## src/rtl/polyphase_mac_sequencer.sv

```systemverilog
`timescale 1ns/1ps
// Sequencer for a chain of polyphase MAC tiles: loads one coefficient frame into the tiles,
// then streams samples through the chain and presents results on an AXI-Stream output.
module polyphase_mac_sequencer #(
    parameter int unsigned NUM_TAPS          = 8,
    parameter int unsigned DATA_WIDTH        = 16,
    parameter int unsigned COEFFICIENT_WIDTH = 16,
    parameter int unsigned CHAIN_LATENCY     = 10
) (
    input  logic                         clock,
    input  logic                         reset,

    input  logic [COEFFICIENT_WIDTH-1:0] s_coeff_tdata,
    input  logic                         s_coeff_tvalid,
    output logic                         s_coeff_tready,
    input  logic                         s_coeff_tlast,

    input  logic [DATA_WIDTH-1:0]        s_data_tdata,
    input  logic                         s_data_tvalid,
    output logic                         s_data_tready,

    input  logic                         reload,

    output logic [COEFFICIENT_WIDTH-1:0] coefficient_out,
    output logic [NUM_TAPS-1:0]          ce_coefficient_out,
    output logic [DATA_WIDTH-1:0]        chain_data_out,
    output logic                         ce_calculate,
    input  logic [DATA_WIDTH-1:0]        chain_result,

    output logic [DATA_WIDTH-1:0]        m_tdata,
    output logic                         m_tvalid,
    input  logic                         m_tready,

    output logic                         coefficients_loaded,
    output logic                         load_error
);

    localparam int unsigned TapWidth = (NUM_TAPS > 1) ? $clog2(NUM_TAPS) : 1;
    localparam logic [TapWidth-1:0] LastTap = TapWidth'(NUM_TAPS - 1);

    typedef enum logic [1:0] {
        StLoad,
        StRun,
        StDrain
    } state_e;

    state_e                         state_q, state_d;
    logic [TapWidth-1:0]            tap_q, tap_d;
    logic [CHAIN_LATENCY-1:0]       valid_q, valid_d;
    logic [COEFFICIENT_WIDTH-1:0]   coeff_q, coeff_d;
    logic [NUM_TAPS-1:0]            ce_coeff_q, ce_coeff_d;
    logic                           loaded_q, loaded_d;
    logic                           error_q, error_d;

    logic                           out_valid;
    logic                           out_free;
    logic                           advance;
    logic                           coeff_beat;
    logic                           last_tap;

    // Bit CHAIN_LATENCY-1 of the valid shift register marks the result at the chain output.
    assign out_valid  = valid_q[CHAIN_LATENCY-1];
    assign out_free   = !out_valid || m_tready;
    assign coeff_beat = s_coeff_tvalid && (state_q == StLoad);
    assign last_tap   = (tap_q == LastTap);

    always_comb begin
        advance = 1'b0;
        unique case (state_q)
            StRun:   advance = s_data_tvalid && out_free;
            StDrain: advance = out_free;
            default: advance = 1'b0;
        endcase
    end

    assign s_coeff_tready      = (state_q == StLoad);
    assign s_data_tready       = (state_q == StRun) && out_free;
    assign ce_calculate        = advance;
    assign chain_data_out      = ((state_q == StRun) && advance) ? s_data_tdata : '0;
    assign m_tvalid            = out_valid;
    assign m_tdata             = out_valid ? chain_result : '0;
    assign coefficient_out     = coeff_q;
    assign ce_coefficient_out  = ce_coeff_q;
    assign coefficients_loaded = loaded_q;
    assign load_error          = error_q;

    always_comb begin
        state_d    = state_q;
        tap_d      = tap_q;
        valid_d    = valid_q;
        coeff_d    = coeff_q;
        ce_coeff_d = '0;
        loaded_d   = loaded_q;
        error_d    = error_q;

        // A shift always retires the output slot, so a handshake only needs explicit clearing
        // when the chain is not advancing.
        if (advance) begin
            valid_d = CHAIN_LATENCY'({valid_q, (state_q == StRun)});
        end else if (out_valid && m_tready) begin
            valid_d[CHAIN_LATENCY-1] = 1'b0;
        end

        unique case (state_q)
            StLoad: begin
                if (coeff_beat) begin
                    coeff_d    = s_coeff_tdata;
                    ce_coeff_d = NUM_TAPS'(1) << tap_q;
                    if (last_tap && s_coeff_tlast) begin
                        tap_d    = '0;
                        loaded_d = 1'b1;
                        state_d  = StRun;
                    end else if (last_tap || s_coeff_tlast) begin
                        tap_d   = '0;
                        error_d = 1'b1;
                    end else begin
                        tap_d = tap_q + TapWidth'(1);
                    end
                end
                // A restart request discards any frame in progress, including one just closed.
                if (reload) begin
                    tap_d    = '0;
                    error_d  = 1'b0;
                    loaded_d = loaded_q;
                    state_d  = StLoad;
                end
            end
            StRun: begin
                if (reload) begin
                    state_d  = StDrain;
                    loaded_d = 1'b0;
                    error_d  = 1'b0;
                end
            end
            StDrain: begin
                if (valid_q == '0) begin
                    state_d = StLoad;
                end
            end
            default: begin
                state_d = StLoad;
            end
        endcase
    end

    always_ff @(posedge clock) begin
        if (reset) begin
            state_q    <= StLoad;
            tap_q      <= '0;
            valid_q    <= '0;
            coeff_q    <= '0;
            ce_coeff_q <= '0;
            loaded_q   <= 1'b0;
            error_q    <= 1'b0;
        end else begin
            state_q    <= state_d;
            tap_q      <= tap_d;
            valid_q    <= valid_d;
            coeff_q    <= coeff_d;
            ce_coeff_q <= ce_coeff_d;
            loaded_q   <= loaded_d;
            error_q    <= error_d;
        end
    end

endmodule

```

## config.mk

```make
export PLATFORM = sky130hd
export DESIGN_NAME = polyphase_mac_sequencer
export DESIGN_NICKNAME = d
export VERILOG_FILES = /design/src/rtl/polyphase_mac_sequencer.sv
export SDC_FILE = /design/constraint.sdc
export NUM_CORES = 1
export LEC_CHECK = 0
export BUFFER_PORTS_ARGS = -buffer_cell sky130_fd_sc_hd__buf_4
export CORE_ASPECT_RATIO = 0.6
export CORE_MARGIN = 4
export CORE_UTILIZATION = 45
export DETAILED_ROUTE_END_ITERATION = 10
export PLACE_DENSITY = 0.9
export SETUP_SLACK_MARGIN = 0.02
export SLEW_MARGIN = 10
export SYNTH_ARGS = -nofsm -noshare
export SYNTH_HDL_FRONTEND = slang
export SYNTH_SLANG_ARGS = --single-unit
```

## constraint.sdc

```tcl
create_clock -name clock -period 3.5 [get_ports clock]
set_clock_uncertainty 0.15 [all_clocks]
set_input_delay 0.35 -clock clock [delete_from_list [all_inputs] [get_ports clock]]
set_output_delay 0.35 -clock clock [all_outputs]
set_load 0.005 [all_outputs]
```

==> metrics list, run 1 <==
- H-Tree Depth: 2
- Antenna violations before repair: 0
* Unrepaired setup endpoints after global routing: no
- Slew headroom: 57.18%
- Worst-path maximum fanout: 17
- Maximum vdd ir drop: ~0.00025 V
- Across all hold checks on the routed design, the worst slack comes to 0.1517 ns.
- In this run the static leakage power is 1.403 nW.
* Internal: approximately 700 µW
- Number of DRC violations after detailed-routing iteration 0: 80
* Sink count of the clock tree: 41
- For this run the aggregate overflow at the end of global routing stands at 0.
* Final-stage net count: 394
* Most frequently used flop master after synthesis: dfxtp_1
- Share of cells above drive strength 1: 38.55%
- Power comes to 929.2 µW.
- Cells fill 74.01% of the core in the end.
* Reported max-cap violation count: 0
- Die footprint: between 5000 and 6000 µm²
- After clock tree synthesis, the repair step resized 0 gates.
- Worst-skew pair later-pin latency: 0.29 ns
* Worst Path Class, Setup: flip-flop to primary output
* Combinational cell fraction of total power: 15.6%
- The setup check on the worst reg-to-reg path leaves a slack of 1.43 ns.
* Transition time of the tightest slew-check pin: 0.6375 ns
- Synthesized instance count: about 220
- Io pins: 117
- Clock share of power: 31.6%
- Required time of the worst setup path: 3.00 ns
- Measured along the y axis, the die boundary spans 57.73 µm.
- During synthesis, Yosys emitted a total of 0 warnings.
* Global-route wire length before repair: 8135 µm
* Synth Net Count: 282
- After detailed placement, the design holds a cell count of 371.
* Proportion of power drawn by flip-flops and latches: 52.9%
- Synth top area share: 44.26%
- The clock passes through at most 2 buffers.
- After clock tree synthesis, the clock-pin slew on the worst setup and hold paths is 0.08 ns.
- Number of hold-repair buffers added at the cts stage: 0
- Setup violations remaining at the end of the flow were counted as 0.
- Type of element launching the critical path: flip-flop
- Cell types occupying the most area after synthesis: dfxtp_1, and2_1, nand2_1
- Number of setup buffers added after CTS: 0
* Total area of multi-input combinational cells: 950.9 µm²
- EDFF count, synth: 0
- The tightest min-delay check is of the input pin to flip-flop type.
* TritonRoute pass-1 iters: 4
- dfxtp_1 takes more of the synthesized area than any other cell.
- Clock tree from TritonCTS: yes
* Total Negative Setup Slacks: 0 ns
* Total count of hold-check failures in the final report: 0
* Net switching component of the power: 229.8 µW
- For this block, the routed nets add up to 5170 µm of wire.
- Post-detailed-route wirelength per cell: 13.64 µm
- Proportion of synthesized chip area in sequential cells: between 40% and 50%
* P&R area growth vs syn: 51.96%
- Syn_area_per_cell: between 8 and 9 µm²
- Unique cell type count in the Yosys netlist: 31
- Summing all flip-flop and latch instances after layout gives around 820 µm².
- Entering global routing, the biggest net connects 36 pins.
- The flow ran to the end, and the final reports show no timing, DRC or antenna violations.
* Starting density of the core: 48.70%
- Once detail routing completed, the nets flagged for antenna violations numbered 0.
* DPL Wire Length: around 4200 µm
* Width of the die: 90.87 µm
- For the finished layout, the period the worst path requires is approximately 2.6 ns.
* Vias in the first global route: 1717
- Async set-or-reset flop fraction in the synthesized netlist: 0%
* Area of the core: about 3800 µm²
* Setup crit end kind: primary output
- Post-synth design cell area: 1854 µm²
- IO Port Bufs: 116
- Fill cell count: 303
* Ranking of synthesized cells by instance count: and2_1, dfxtp_1, nand2_1, a21oi_1, nor2_1
- The initialized floorplan defines 17 standard-cell rows.
* Final RePlAce weighted congestion: 0.8626
* Clk root buf: clkbuf_8
- Achievable Freq: about 0.39 GHz
- Avg Vias per Cell: around 5
- In the finished design, the share of the clock period the worst path needs comes to 74.03%.
* TritonCTS Buffers: 5
- The number of slew-limit violations in the final report was 0.
- Switching share of total power: between 20 and 25%
- In the routed design, unresolved DRC markers number 0.
- Data on the critical path arrives at its endpoint at 2.09 ns.
- Overall routing resource usage: between 10% and 20%
* Count of vias placed by the detailed router: 1870
* Antenna cell count: 0
* Pwr per Cell Area: 329.8 nW/µm²
- For this run, the number of standard cells in the final layout without fillers is 379.
- Counting flops and latches in the post-synthesis netlist gives just over 40.
## final timing paths
path,startpoint,to,depth (start not counted)
worst max register to register,state_q[0],ce_coefficient_out[4],5
worst min register to register,coefficient_out[2],coefficient_out[2],2
worst min-delay path,s_coeff_tdata[2],coefficient_out[2],3
worst max-delay path,state_q[1],chain_data_out[0],6
## per-layer routing
metal	vias up	GRT usage, %	part of all wire [%]
li1	930	-	-
met1	849	23.85	42
met2	84	31.09	47
met3	7	8.042	10
met4	0	4.936	0.74
met5	-	0	0
## cell type report
class | instances | area share (%)
timing repair buffer | 116 | 30.91
sequential | 41 | 29.13
inverter | 8 | 1.066
tap | 47 | 2.087
clock buffer | 5 | 2.442
clock inverter | 3 | 0.6217
multi-input combinational | 159 | 33.75
## worst max-delay path, cell delays in order, from the launching register on
cell,delay [ns]
dfxtp_1,0.33
inv_1,0.08
ha_1,0.30
inv_2,0.11
nor4_4,0.63
and2_1,0.24
buf_4,0.11
## kinds of logic (layout without fill, tap and decap cells)
family,count (synthesis),after routing,synth area share [%]
buffers and inverters,19,132,4.453
XOR/XNOR,1,1,0.4724
AO/OA/AOI/OAI,32,32,9.987
AND/OR/NAND/NOR,110,110,31.11
adder cells (fa/ha/maj),8,8,5.398
multiplexers,8,8,4.319
flip-flops,41,41,44.26
## power groups by stage
stage | clock network [mW] | registers [mW] | logic [mW]
CTS | 0.302 | 0.491 | 0.146
finish | 0.293 | 0.491 | 0.145
detailed placement | 0 | 0.502 | 0.146
floorplan | 0 | 0.503 | 0.0610
global route | 0.324 | 0.494 | 0.160
global placement | 0 | 0.501 | 0.143
## cells in the final DEF, fill, tap and decap left out, types with 2 or more instances in the layout
master / count
dfxtp_1: 41
nand2b_1: 2
a21oi_1: 21
nand2_1: 35
nor3_1: 3
clkbuf_8: 5
mux2i_1: 8
and2_1: 41
nor4_1: 2
or3_1: 4
nor2_1: 18
a22o_1: 2
clkinv_2: 2
inv_1: 7
o21ai_0: 3
ha_1: 8
buf_4: 116
## per-stage QoR
stage               setup slack [ns]  instance area, µm²
floorplan                      1.608                1854
global placement               1.348                2731
detailed placement             1.259                2731
CTS                           0.9349                2818
global route                  0.7166                2818
finish                        0.9090                2818
## registers in the layout, summed over array words and instances, names as in the netlist
register,count
tap_q,3
coefficient_out,16
valid_q,10
state_q,2
load_error,1
ce_coefficient_out,8
coefficients_loaded,1
Power figures use the tool's default switching activity.
==> run 2: changes to the inputs <==
--- a/config.mk
+++ b/config.mk
@@ -8,9 +8,9 @@
 export BUFFER_PORTS_ARGS = -buffer_cell sky130_fd_sc_hd__buf_4
 export CORE_ASPECT_RATIO = 0.6
 export CORE_MARGIN = 4
-export CORE_UTILIZATION = 45
+export CORE_UTILIZATION = 38
 export DETAILED_ROUTE_END_ITERATION = 10
-export PLACE_DENSITY = 0.9
+export PLACE_DENSITY = 0.82
 export SETUP_SLACK_MARGIN = 0.02
 export SLEW_MARGIN = 10
 export SYNTH_ARGS = -nofsm -noshare
==> constraint.sdc (replaced) <==
create_clock -name clock -period 2.35 [get_ports clock]
set_clock_uncertainty 0.15 [all_clocks]
set_input_delay 0.235 -clock clock [delete_from_list [all_inputs] [get_ports clock]]
set_output_delay 0.235 -clock clock [all_outputs]
set_load 0.005 [all_outputs]
==> run 2 against run 1 <==
  * Largest cell class unchanged
  * First-iteration DRC count rose by 6.3%
  * Die area increased by 16%
  * Sequential share of layout area decreased by 0.72 points
  * Critical endpoint is now chain_data_out[14]
  * Flip-flop and latch count stayed put
  * Via count is 1.9% lower
  * Highest routed layer unchanged
  * Non-clock buffer count grew 3
  * Cell count increased by 4.7%
  * Hold slack got worse by 0.11 ns
  * Global-route usage fell by 2.8 points
  * Wire length grew 0.31%
  * Clock-buffer cell count stayed put
  * Critical path depth is 1 higher
==> metrics list, run 2 (same netlist as run 1, synthesis figures left out) <==
* Starting density of the core: 40.00% (-8.7 points)
* Number of DRC violations after detailed-routing iteration 0: 85 (+6.3%)
- Most frequent cells in the layout: buf_4, and2_1, dfxtp_1, nand2_1, a21oi_1
* Worst Path Class, Setup: flip-flop to primary output
* Status: complete, no violations
* DPL Wire Length: 3988 µm (-4.3%)
- Setup repair after global routing left no endpoint under its margin.
- The data required time of the worst path is 1.97 ns (-1.03 ns).
- The count of final setup violators was 0 (unchanged).
- The DRC violation count after routing was 0 (unchanged).
- Maximum vdd ir drop: 0.0003306 V (+32%)
- The first-pass GRT wire length came to 8293 µm (+1.9%).
- From synthesis to final layout, the design area changed by 55.80%.
- The routed via count divided by cell count is 4.620 (-6.4%).
- Final RePlAce weighted congestion: 0.8298 (-3.8%)
- TritonRoute pass-1 iters: 4 (unchanged)
- The worst setup path is launched from a flip-flop.
- Reported max-cap violation count: 0 (unchanged)
- GRT overflow: 0 (unchanged)
- The number of clock sinks came to 41 (unchanged).
- The power density normalized to cell area is 514.4 nW/µm² (+56%).
* Vias in the first global route: 1787 (+4.1%)
* Clk root buf: clkbuf_8
* Number of flip-flops under the largest register name: 16 (unchanged)
* Transition time of the tightest slew-check pin: 0.5630 ns (-0.07453 ns)
- Final total power: 1.486 mW (+60%)
- Antenna violation net count after detailed routing: 0 (unchanged)
* Commonest non-fill, non-tap cell in the layout: buf_4
- Area occupied by registers: 820.8 µm² (unchanged)
- Fill cell count: 432 (+43%)
- Maximum root-to-sink buffer count: 2 (unchanged)
- Width of the die: 98.18 µm (+8.0%)
- The largest fanout of any net on the critical path came to 17 (unchanged).
* Count of vias placed by the detailed router: 1834 (-1.9%)
* IO Port Bufs: 116 (unchanged)
* Total Negative Setup Slacks: 0 ns (unchanged)
- TritonCTS built the clock tree.
- The count of nets after finishing was 397 (+0.76%).
* Achievable Freq: around 0.46 GHz
- Clock-pin slew on the worst setup and hold paths: 0.08 ns (about the same)
* Die height: 62.11 µm (+7.6%)
- The number of buffers added by the clock tree synthesis step is 5 (unchanged).
- The initial antenna violation count came to 0 (unchanged).
- Total count of hold-check failures in the final report: 0 (unchanged)
- Setup crit end kind: primary output
- Count of pins over their slew limit: 0 (unchanged)
- Total area of multi-input combinational cells: 958.4 µm² (+0.79%)
* Worst path arrival time: 1.81 ns (-0.28 ns)
* Final cell area excluding filler cells: 2889 µm² (+2.5%)
- The worst slew margin relative to its limit came to 62.47% (+5.3 points).
* Io pins: 117 (unchanged)
- Maximum number of pins on one net before global-route repair: 36 (unchanged)
- The antenna diode count was 0 (unchanged).
* Share of cells above drive strength 1: 39.52% (+0.97 points)
- The clock period could shrink to 2.190 ns.
* Path category of the worst min-delay check: input pin to flip-flop
- Dividing the final minimum period by the clock period gives between 90% and 100%.
- The clock latency of the later-clocked register in the worst-skew pair came to 0.28 ns (about the same).
- Area of the core: 4636 µm² (+22%)
- Post-detailed-route wirelength per cell: 13.06 µm (-4.2%)
- The standby leakage power is 1.430 nW (+1.9%).
- Die footprint: 6098 µm² (+16%)
* Overall routing resource usage: 16.37% (-2.8 points)
- Placement Rows: 19 (+2)
- Area after detailed placement: 2774 µm² (+1.6%)
- The deepest level of the CTS H-tree is 2 (unchanged).
* Sum of routed wire length over all layers: 5186 µm (+0.31%)
==> run 2: cell count changes in the layout (fill, tap and decap cells not counted), sizes merged <==
| cell | before | now |
|---|---|---|
| bufinv | 0 | 1 |
| clkinvlp | 1 | 0 |
| buf | 116 | 119 |
| clkinv | 2 | 1 |
==> run 2: power by group <==
part / leakage [nW] / switching [mW] / internal [mW]
registers: 0.334 / 0.0132 / 0.719
clock network: 0.0540 / 0.225 / 0.308
logic: 1.04 / 0.0988 / 0.122
total: 1.43 / 0.337 / 1.15
==> run 2: timing repair <==
item | CTS | global route
setup endpoints to repair | 1 | 16
setup buffers | 0 | 0
cloned | 0 | 0
hold buffers | 0 | 0
gates resized for setup | 1 | 2
==> run 2: worst paths after layout <==
check / startpoint / end / slack [ns] / cells after the start
worst min-delay path: s_coeff_tdata[10] / coefficient_out[10] / 0.04 / 3
worst min register to register: coefficient_out[12] / coefficient_out[12] / 0.31 / 2
worst max-delay path: state_q[1] / chain_data_out[14] / 0.16 / 7
worst max register to register: state_q[1] / valid_q[8] / 0.50 / 6
==> run 2: cell type report <==
type	count	share of cell area, %
tap	63	2.728
sequential	41	28.41
timing repair buffer	119	31.05
inverter	8	1.039
clock buffer	5	2.382
multi-input combinational	159	33.17
clock inverter	2	1.213
==> run 2: critical path, stage by stage (launching register included) <==
cell     delay, ns
dfxtp_1       0.37
inv_1         0.08
ha_1          0.29
inv_1         0.09
nor4_4        0.26
buf_6         0.18
and2_1        0.14
buf_4         0.11
==> run 2: metrics by stage <==
step / setup WS [ns] / cells / hold WS (ns) / utilization [%]
after floorplan: 0.5733 / 219 / 0.2210 / -
after global placement: 0.4053 / 390 / 0.2915 / 59.84
after detailed placement: 0.3158 / 390 / 0.2996 / 59.84
after CTS: 0.1162 / 397 / 0.03231 / 62.19
after global routing: 0.03385 / 397 / 0.03449 / 62.32
final: 0.1596 / 397 / 0.03950 / 62.32
==> run 2: routing by layer <==
layer / GRT usage, % / part of all wire, %
met5: 0 / 0
met3: 6.264 / 9.4
met2: 27.80 / 48
met4: 4.089 / 0.77
met1: 19.61 / 42
==> run 3: changes to the inputs <==
--- a/config.mk
+++ b/config.mk
@@ -10,7 +10,7 @@
 export CORE_MARGIN = 4
 export CORE_UTILIZATION = 38
 export DETAILED_ROUTE_END_ITERATION = 10
-export PLACE_DENSITY = 0.82
+export PLACE_DENSITY = 0.77
 export SETUP_SLACK_MARGIN = 0.02
 export SLEW_MARGIN = 10
 export SYNTH_ARGS = -nofsm -noshare
==> run 3 against run 2 <==
  * Power grew 2.5%
  * Via count decreased by 0.38%
  * Hold slack gained 0.00077 ns
  * Sequential power is essentially flat
  * Flip-flop and latch count is the same
  * Worst setup slack improved by 0.012 ns
  * Critical path type unchanged
  * Critical endpoint is now chain_data_out[9]
==> metrics list, run 3 (same netlist as run 1, synthesis figures left out) <==
- The flow ran to the end, and the final reports show no timing, DRC or antenna violations.
* DRC violations left: 0 (unchanged)
- Most frequent cells in the layout: buf_4, and2_1, dfxtp_1, nand2_1, a21oi_1
- The setup path with the least slack is of type flip-flop to primary output.
- Post-route core utilization: 62.46% (+0.13 points)
- The number of flip-flops under the largest register name was 16 (unchanged).
- Clk root buf: clkbuf_8
- GRT overflow: 0 (unchanged)
* Area of the core: 4636 µm² (unchanged)
- Achievable Freq: 0.4590 GHz (+0.55%)
- Fill cell count: 406 (-6.0%)
- Transition time of the tightest slew-check pin: 0.5990 ns (+0.03602 ns)
- Compared with the post-synthesis result, the final layout area differs by 56.14%.
- The arrival time at the worst endpoint is 1.79 ns (-0.02 ns).
* Final RePlAce weighted congestion: 0.8260 (-0.46%)
* Post-route fraction of the period consumed by the critical path: 92.70% (-0.51 points)
- Io pins: 117 (unchanged)
* Commonest non-fill, non-tap cell in the layout: buf_4
- The via count is 1827 (-0.38%).
* Worst-path maximum fanout: 17 (unchanged)
- H-Tree Depth: 2 (unchanged)
- Clock-pin slew on the worst setup and hold paths: 0.08 ns (about the same)
- Setup crit end kind: primary output
- The number of global-route vias before repair came to 1782 (-0.28%).
- The signal on the critical path passes through inv_1, ha_1, inv_2, nor4_4, buf_4, and2_1, buf_4.
* Reported max-cap violation count: 0 (unchanged)
* Worst-skew pair later-pin latency: 0.28 ns (about the same)
- Global-route wire length before repair: 8459 µm (+2.0%)
- Slew headroom: 60.07% (-2.4 points)
- The die width is 98.18 µm (unchanged).
- The share of final-layout standard cells stronger than drive strength 1 is 39.10% (-0.42 points).
- The height of the die was 62.11 µm (unchanged).
* Avg Vias per Cell: 4.590 (-0.63%)
- Maximum root-to-sink buffer count: 2 (unchanged)
- The total die area was 6098 µm² (unchanged).
- Pwr per Cell Area: 526.3 nW/µm² (+2.3%)
- CP max stage cell: dfxtp_1
* Sink count of the clock tree: 41 (unchanged)
- Overall routing resource usage: 16.58% (+0.21 points)
- DPL Wire Length: 3847 µm (-3.5%)
* Number of hold-repair buffers added at the cts stage: 0 (unchanged)
- The min-delay analysis places its worst path in the category input pin to flip-flop.
* TritonCTS Buffers: 5 (unchanged)
- Final setup violating endpoints: 0 (unchanged)
* Type of element launching the critical path: flip-flop
- The average routed wire per standard cell came to 12.73 µm (-2.6%).
* Maximum number of pins on one net before global-route repair: 36 (unchanged)
- Unrepaired setup endpoints after global routing: no
* Crit path time final: 2.178 ns (-0.01198 ns)
- The data required time of the worst path was 1.97 ns (about the same).
- The total number of placement rows came to 19 (unchanged).
* Starting density of the core: 40.00% (unchanged)
- The initial antenna violation count is 0 (unchanged).
- The count of nets after finishing was 397 (unchanged).
- TritonCTS built the clock tree.
- Fin cells: 398 (+0.25%)
* Sum of routed wire length over all layers: 5065 µm (-2.3%)
* IO Port Bufs: 116 (unchanged)
* Most used cell along the critical path: buf_4
* Number of DRC violations after detailed-routing iteration 0: 36 (-58%)
* Maximum vdd ir drop: 0.0004440 V (+34%)
- The number of nets with antenna violations after detailed routing is 0 (unchanged).
- The total placed cells including tap cells is 389 (-0.26%).
- Leakage power: 1.435 nW (+0.35%)
* Maximum cell stage delay along the critical path: 0.32 ns (-0.05 ns)
- Count of pins over their slew limit: 0 (unchanged)
- Total count of hold-check failures in the final report: 0 (unchanged)
- The first-pass iteration count of the detailed router is 4 (unchanged).
- The antenna diode count was 0 (unchanged).
- Total Negative Setup Slacks: 0 ns (unchanged)
-- run 3: cell count changes in the layout (fill, tap and decap cells not counted) --
cell,delta
buf_4,+1
buf_6,-1
clkbuf_1,+1
clkbuf_8,+1
clkinv_2,-1
ha_1,+1
ha_2,-1
-- run 3: what timing repair did --
item                                    in CTS  in global routing
buffers inserted                             1                  0
endpoints found under the setup margin      16                  1
pin swaps                                    1                  0
resized for setup                            0                  1
-- run 3: critical path, delay by kind of cell, from the launching register on --
kind / cells / cell delay, ns
adder cells (fa/ha/maj): 1 / 0.31
AND/OR/NAND/NOR: 2 / 0.36
flip-flops: 1 / 0.32
buffers and inverters: 4 / 0.53
-- run 3: worst paths after layout --
path | endpoint | depth (start not counted) | startpoint | slack, ns
setup reg to reg | tap_q[2] | 5 | tap_q[0] | 0.54
hold / removal | coefficient_out[15] | 3 | s_coeff_tdata[15] | 0.04
hold reg to reg | coefficient_out[7] | 2 | coefficient_out[7] | 0.31
setup / recovery | chain_data_out[9] | 7 | state_q[1] | 0.17
-- run 3: area by class of cell --
cell class,instances,area (µm²),share of cell area [%]
Sequential cell,41,820.8,28.35
Clock buffer,7,86.33,2.982
Tap cell,63,78.83,2.723
Inverter,8,30.03,1.037
Timing Repair Buffer,119,893.4,30.86
Multi-Input combinational cell,159,955.9,33.02
Clock inverter,1,30.03,1.037
-- run 3: through the flow --
step	instance area [µm²]	power (mW)	hold slack [ns]	worst slack (ns)
2_1_floorplan	1854	0.8393	0.2210	0.5733
3_3_place_gp	2766	0.9623	0.2916	0.2866
3_5_place_dp	2766	0.9675	0.2999	0.2220
4_1_cts	2890	1.541	0.03270	0.04233
5_1_grt	2895	1.603	0.02373	0.03063
6_report	2895	1.524	0.04027	0.1715
-- run 3: metal layers --
metal  routed length, µm  vias to the layer above  GRT usage [%]
met5                   0                        -              0
met4                  32                        0          2.385
met3                 535                        4          7.830
met2                2332                       74          26.69
met1                2165                      808          20.84
li1                    -                      941              -
-- run 3: power by group --
group          switching [mW]  internal [mW]
Sequential             0.0134          0.719
Combinational          0.0977          0.121
Clock                   0.227          0.346
